### config.mk
export PLATFORM = sky130hd
export DESIGN_NAME = fc_classify
export DESIGN_NICKNAME = d
export VERILOG_FILES = /design/src/rtl/fc_pkg.sv /design/src/rtl/fc_mac.sv /design/src/rtl/fc_classify.sv
export SDC_FILE = /design/constraint.sdc
export NUM_CORES = 1
export LEC_CHECK = 0
export BUFFER_PORTS_ARGS = -buffer_cell sky130_fd_sc_hd__buf_2
export CAP_MARGIN = 20
export CORE_ASPECT_RATIO = 0.75
export CORE_MARGIN = 4
export CORE_UTILIZATION = 35
export CTS_BUF_LIST = sky130_fd_sc_hd__clkbuf_4 sky130_fd_sc_hd__clkbuf_8
export DETAILED_ROUTE_END_ITERATION = 12
export PLACE_DENSITY_LB_ADDON = 0.12
export SLEW_MARGIN = 10
export SYNTH_ARGS = -nofsm -noshare
export SYNTH_HDL_FRONTEND = slang
export SYNTH_HIERARCHICAL = 1
export SYNTH_SLANG_ARGS = --single-unit
### constraint.sdc
create_clock -name clk -period 14.85 [get_ports clk]
set_input_delay 0.7425 -clock clk [delete_from_list [all_inputs] [get_ports clk]]
set_output_delay 0.7425 -clock clk [all_outputs]
set_load 0.1 [all_outputs]
### src/rtl/fc_pkg.sv
// fc_pkg: shared types and constants for the fully-connected classifier.
//   fc_state_t   : controller state encoding
//   weight_t     : one 4-bit signed weight
//   weight_arr_t : flat class-major weight store, index = class*NUM_TAPS + tap
package fc_pkg;

    localparam int NUM_TAPS = 5;
    localparam int NUM_CLS  = 3;
    localparam int DATA_W   = 4;
    localparam int ACC_W    = 10;
    localparam int PROD_W   = 8;
    localparam int NUM_W    = NUM_CLS * NUM_TAPS;

    typedef enum logic [1:0] {
        ST_IDLE = 2'd0,
        ST_ACC  = 2'd1,
        ST_CMP  = 2'd2,
        ST_OUT  = 2'd3
    } fc_state_t;

    typedef logic signed [DATA_W-1:0] weight_t;
    typedef weight_t [NUM_W-1:0]      weight_arr_t;

endpackage

### src/rtl/fc_mac.sv
// fc_mac: one class lane of the classifier, a signed multiply-accumulate.
//   clk, rst_n : clock, synchronous active-low reset
//   load       : acc <= sample*weight (first sample of a frame)
//   acc_en     : acc <= acc + sample*weight
//   sample     : 4-bit signed pooled sample
//   weight     : 4-bit signed weight for the current tap
//   acc        : 10-bit signed accumulator
module fc_mac
    import fc_pkg::*;
(
    input  logic                     clk,
    input  logic                     rst_n,
    input  logic                     load,
    input  logic                     acc_en,
    input  logic signed [DATA_W-1:0] sample,
    input  logic signed [DATA_W-1:0] weight,
    output logic signed [ACC_W-1:0]  acc
);

    logic signed [PROD_W-1:0] prod;

    // Widen before multiplying so the full 8-bit product is kept.
    assign prod = PROD_W'(sample) * PROD_W'(weight);

    always_ff @(posedge clk) begin
        if (!rst_n) begin
            acc <= '0;
        end else if (load) begin
            acc <= ACC_W'(prod);
        end else if (acc_en) begin
            acc <= acc + ACC_W'(prod);
        end
    end

endmodule

### src/rtl/fc_classify.sv
// fc_classify: 3-class x 5-tap fully-connected classifier with argmax output.
//   clk, rst_n : clock, synchronous active-low reset
//   in_valid   : pooled-sample strobe
//   in         : 4-bit signed pooled sample
//   w_valid    : weight-load strobe (honoured only in IDLE)
//   w          : 4-bit signed weight, loaded class-major at a wrapping index
//   out_valid  : one-cycle result strobe
//   out        : winning class index, 0 when out_valid=0
//   score      : winning accumulator, 0 when out_valid=0
//                (only with FC_CLASSIFY_SCORE_OUT_EN defined)
//
// state | meaning
// IDLE  | wait for first sample; weight loads accepted
// ACC   | accumulate samples for taps 1..4
// CMP   | register argmax of the three accumulators
// OUT   | present the result for one cycle
module fc_classify
    import fc_pkg::*;
(
    input  logic                     clk,
    input  logic                     rst_n,
    input  logic                     in_valid,
    input  logic signed [DATA_W-1:0] in,
    input  logic                     w_valid,
    input  logic signed [DATA_W-1:0] w,
    output logic                     out_valid,
    output logic [1:0]               out
`ifdef FC_CLASSIFY_SCORE_OUT_EN
    ,
    output logic signed [ACC_W-1:0]  score
`endif
);

    fc_state_t                 state;
    weight_arr_t               w_arr;
    logic [3:0]                k;
    logic [2:0]                tap;
    logic [2:0]                tap_sel;
    logic                      mac_load;
    logic                      mac_acc;
    logic signed [DATA_W-1:0]  w_sel [NUM_CLS];
    logic signed [ACC_W-1:0]   acc   [NUM_CLS];
    logic [1:0]                win_idx;
    logic signed [ACC_W-1:0]   win_acc;
    logic [1:0]                win_q;

    always_ff @(posedge clk) begin
        if (!rst_n) begin
            w_arr <= '0;
            k     <= '0;
        end else if (state == ST_IDLE && w_valid) begin
            w_arr[k] <= w;
            k        <= (k == 4'(NUM_W - 1)) ? 4'd0 : k + 4'd1;
        end
    end

    assign mac_load = (state == ST_IDLE) && in_valid;
    assign mac_acc  = (state == ST_ACC)  && in_valid;

    // The first sample of a frame is taken in IDLE and always uses tap 0.
    always_comb begin
        tap_sel = (state == ST_ACC) ? tap : 3'd0;
        for (int c = 0; c < NUM_CLS; c++) begin
            w_sel[c] = w_arr[4'(c * NUM_TAPS) + 4'(tap_sel)];
        end
    end

    for (genvar c = 0; c < NUM_CLS; c++) begin : g_mac
        fc_mac u_mac (
            .clk    (clk),
            .rst_n  (rst_n),
            .load   (mac_load),
            .acc_en (mac_acc),
            .sample (in),
            .weight (w_sel[c]),
            .acc    (acc[c])
        );
    end

    // Strict greater-than: ties keep the lower class index.
    always_comb begin
        win_idx = 2'd0;
        win_acc = acc[0];
        if (acc[1] > win_acc) begin
            win_idx = 2'd1;
            win_acc = acc[1];
        end
        if (acc[2] > win_acc) begin
            win_idx = 2'd2;
            win_acc = acc[2];
        end
    end

    always_ff @(posedge clk) begin
        if (!rst_n) begin
            state     <= ST_IDLE;
            tap       <= '0;
            win_q     <= '0;
            out_valid <= 1'b0;
            out       <= '0;
        end else begin
            out_valid <= 1'b0;
            out       <= '0;
            case (state)
                ST_IDLE: begin
                    if (in_valid) begin
                        state <= ST_ACC;
                        tap   <= 3'd1;
                    end
                end
                ST_ACC: begin
                    // A gap in the burst ends the frame; missing taps add 0.
                    if (in_valid) begin
                        tap <= tap + 3'd1;
                        if (tap == 3'(NUM_TAPS - 1)) begin
                            state <= ST_CMP;
                        end
                    end else begin
                        state <= ST_CMP;
                    end
                end
                ST_CMP: begin
                    win_q <= win_idx;
                    state <= ST_OUT;
                end
                ST_OUT: begin
                    out_valid <= 1'b1;
                    out       <= win_q;
                    state     <= ST_IDLE;
                end
                default: state <= ST_IDLE;
            endcase
        end
    end

`ifdef FC_CLASSIFY_SCORE_OUT_EN
    logic signed [ACC_W-1:0] win_score_q;

    always_ff @(posedge clk) begin
        if (!rst_n) begin
            win_score_q <= '0;
            score       <= '0;
        end else begin
            score <= '0;
            if (state == ST_CMP) begin
                win_score_q <= win_acc;
            end
            if (state == ST_OUT) begin
                score <= win_score_q;
            end
        end
    end
`endif

endmodule

==> flow_metrics.tcl <==
set metrics [dict create \
    drtPass1Iterations 5 \
    post_cts_resized 0 \
    grt_max_degree 70 \
    dr.first_iter.drc_count 444 \
    clkLatencyLatePin_ns 0.40 \
    clkPwrFrac_pct 16.8 \
    crit_type "reg2reg" \
    drc 0 \
    die_y_um 146 \
    endpoint_kind "register" \
    swShare_pct 44.9 \
    outcome "completed" \
    hold_viol 0 \
    fp-row-count 50 \
    hold_path.class "reg2reg" \
    place.detailed.hpwl_um 17400 \
    yosysWarnings 6 \
    io_buffer_count 14 \
    areaGrowthSynthToFinish_pct 5.65 \
    startpoint_type "register" \
    combPwrFrac_pct 50.5 \
    drv_slew 0 \
    dieArea_um2 28200 \
    p_leak_nw 4.29 \
    crit_arrival_ns 7.99 \
    track_usage_pct 17.1 \
    fin_util_pct 37.8 \
    grt_overflow 0 \
    synthCells 942 \
    initial_core_util_pct 35.7 \
    die_w_um 193 \
    setup_viol 0 \
    vdd_ir_drop_max_v 0.0000719 \
    diodes 0 \
    cts_root_buf "clkbuf_8" \
    yosys.area.top_type "dfxtp_1" \
    synth_cell_type_count 69 \
    wire_per_inst_um 18.2 \
    fillers 2550 \
    layout-drive-gt1-share_pct 10.7 \
    clockBufferDepth 2 \
    synth-async-reset-ratio_pct 0 \
    wl_um 23100 \
    num_io_pins 15 \
    whs_ns 0.480 \
    crit_required_ns 15.15 \
    setup_tns_ns 0 \
    viasPerCell 5.33 \
    ys_top_cells_by_count "104 x dfxtp_1, 97 x nor2_1, 96 x ha_1, 87 x mux2i_1, 65 x nand2_1" \
    pre_cts_ws_ns 7.16 \
    antenna_found_initial 0 \
    cts_tree "built" \
    via_count 6783 \
    power_density_nw_per_um2 117 \
    yosys.area.top_type_share_pct 23.3 \
    fin_ws_ns 7.15 \
    syn_area_um2 8940 \
    r2r_slack_ns 7.15 \
    p_int_uw 611 \
    finClkSkew_ns 0.0212 \
    cap_violations 0 \
    postCtsHoldBufs 0 \
    synth-edff-count 0 \
    syn-num-nets 1080 \
    yosysMostFrequentCell "dfxtp_1" \
    synth_area_leaders "dfxtp_1 23%, ha_1 13%, mux2i_1 9.7%, mux4_2 9.3%, fa_1 6.7%" \
    period_needed_ns 7.70 \
    syn_avg_cell_area_um2 9.49 \
    ant_nets 0 \
    nets 1067 \
    synth-main-ff-cell "dfxtp_1" \
    cts.clk_slew.worst_paths_ns 0.11 \
    slew-limit-headroom_pct 28.5 \
    max_clock_freq_mhz 130 \
    finalCritPeriodShare_pct 51.8 \
    post_cts_buffers 0 \
    switchingPower_uw 498 \
    rsz0062_at_grt "false" \
    coreArea_um2 25000 \
    cts.sinks 104 \
    power_mw 1.11 \
    place.gp.congestion 0.819 \
    grt_pass1_vias 6527 \
    synth_seq_area_share_pct 23.3 \
    cts_max_level 3 \
    ys_seq_elements 104 \
    numCtsBuffers 9 \
    grt_pass1_wl_um 38000 \
    tightest_slew_ns 1.07 \
    power_frac_seq_pct 32.7 \
    crit_fanout 14 \
]
[logic make-up after synthesis]
kind of cell,count (synthesis),share of synthesized area [%]
AND/OR/NAND/NOR,295,16.4
AO/OA/AOI/OAI,161,11.4
multiplexers,133,20.4
adder cells (fa/ha/maj),126,20.2
flip-flops,104,23.3
buffers and inverters,86,4.27
XOR/XNOR,37,4.13
[per-stage QoR]
step           cell area, um2  cells
2_1_floorplan            8940    942
3_3_place_gp             9250   1256
3_5_place_dp             9250   1256
4_1_cts                  9450   1272
5_1_grt                  9450   1272
6_report                 9450   1272
[sequential cells by signal, summed over array words and instances, names as in the netlist]
| name | flops |
|---|---|
| state | 2 |
| g_mac.u_mac/acc | 30 |
| w_arr | 60 |
| win_q | 2 |
| out_valid | 1 |
| out | 2 |
| k | 4 |
| tap | 3 |
[final cells by class]
cell class	instances	area [um2]	share of cell area, %
tap	338	423	4.48
multi-input combinational	752	6480	68.6
sequential	104	2080	22.0
timing repair buffer	17	92.6	0.980
clock inverter	6	67.6	0.715
inverter	45	171	1.81
clock buffer	10	131	1.39
[layout by cell type (no fill, tap or decap), types with 4 or more instances in the layout]
| master | count |
|---|---|
| a211oi_1 | 9 |
| a21o_1 | 13 |
| a21oi_1 | 53 |
| a31oi_1 | 12 |
| and2_1 | 32 |
| and3_1 | 6 |
| buf_2 | 14 |
| clkbuf_8 | 9 |
| dfxtp_1 | 104 |
| fa_1 | 30 |
| ha_1 | 96 |
| inv_1 | 40 |
| mux2_2 | 7 |
| mux2i_1 | 87 |
| mux4_2 | 37 |
| nand2_1 | 65 |
| nand2b_1 | 12 |
| nand3_1 | 25 |
| nand4_1 | 11 |
| nor2_1 | 97 |
| nor2b_1 | 15 |
| o211a_1 | 4 |
| o21a_1 | 9 |
| o21ai_0 | 21 |
| o21ai_1 | 10 |
| o31ai_1 | 4 |
| xnor2_1 | 17 |
| xor2_1 | 16 |
[per-layer routing]
layer | up-vias | wire length, um | GRT usage [%]
li1 | 3355 | - | -
met1 | 3279 | 13000 | 28.4
met2 | 136 | 8880 | 22.7
met3 | 13 | 1030 | 2.94
met4 | 0 | 206 | 2.96
met5 | - | 0 | 0
[critical path, cell delays in order (launching register included)]
cell,delay [ns]
dfxtp_1,0.34
inv_1,0.11
ha_1,0.45
nand2_2,0.29
inv_1,0.36
ha_1,0.61
mux4_2,0.58
mux4_2,0.53
nand2_1,0.11
fa_1,0.44
fa_1,0.51
inv_1,0.05
fa_1,0.45
ha_1,0.23
fa_1,0.41
a21o_1,0.18
a21oi_2,0.17
xnor2_2,0.22
ha_1,0.36
and4_1,0.23
a21oi_1,0.18
mux4_1,0.56
o21a_1,0.20
[worst paths after layout]
kind,cells after the start,to,from
max,22,g_mac[2].u_mac/acc[9],state[1]
min,1,out[1],win_q[1]
max reg2reg,22,g_mac[2].u_mac/acc[9],state[1]
min reg2reg,1,out[1],win_q[1]
[power groups by stage]
| stage | clock, mW | sequential [mW] | combinational (mW) |
|---|---|---|---|
| floorplan | 0 | 0.346 | 0.460 |
| global placement | 0 | 0.369 | 0.564 |
| detailed placement | 0 | 0.369 | 0.563 |
| CTS | 0.195 | 0.362 | 0.566 |
| global route | 0.204 | 0.368 | 0.634 |
| finish | 0.186 | 0.363 | 0.560 |
(Power assumes the default switching activity.)
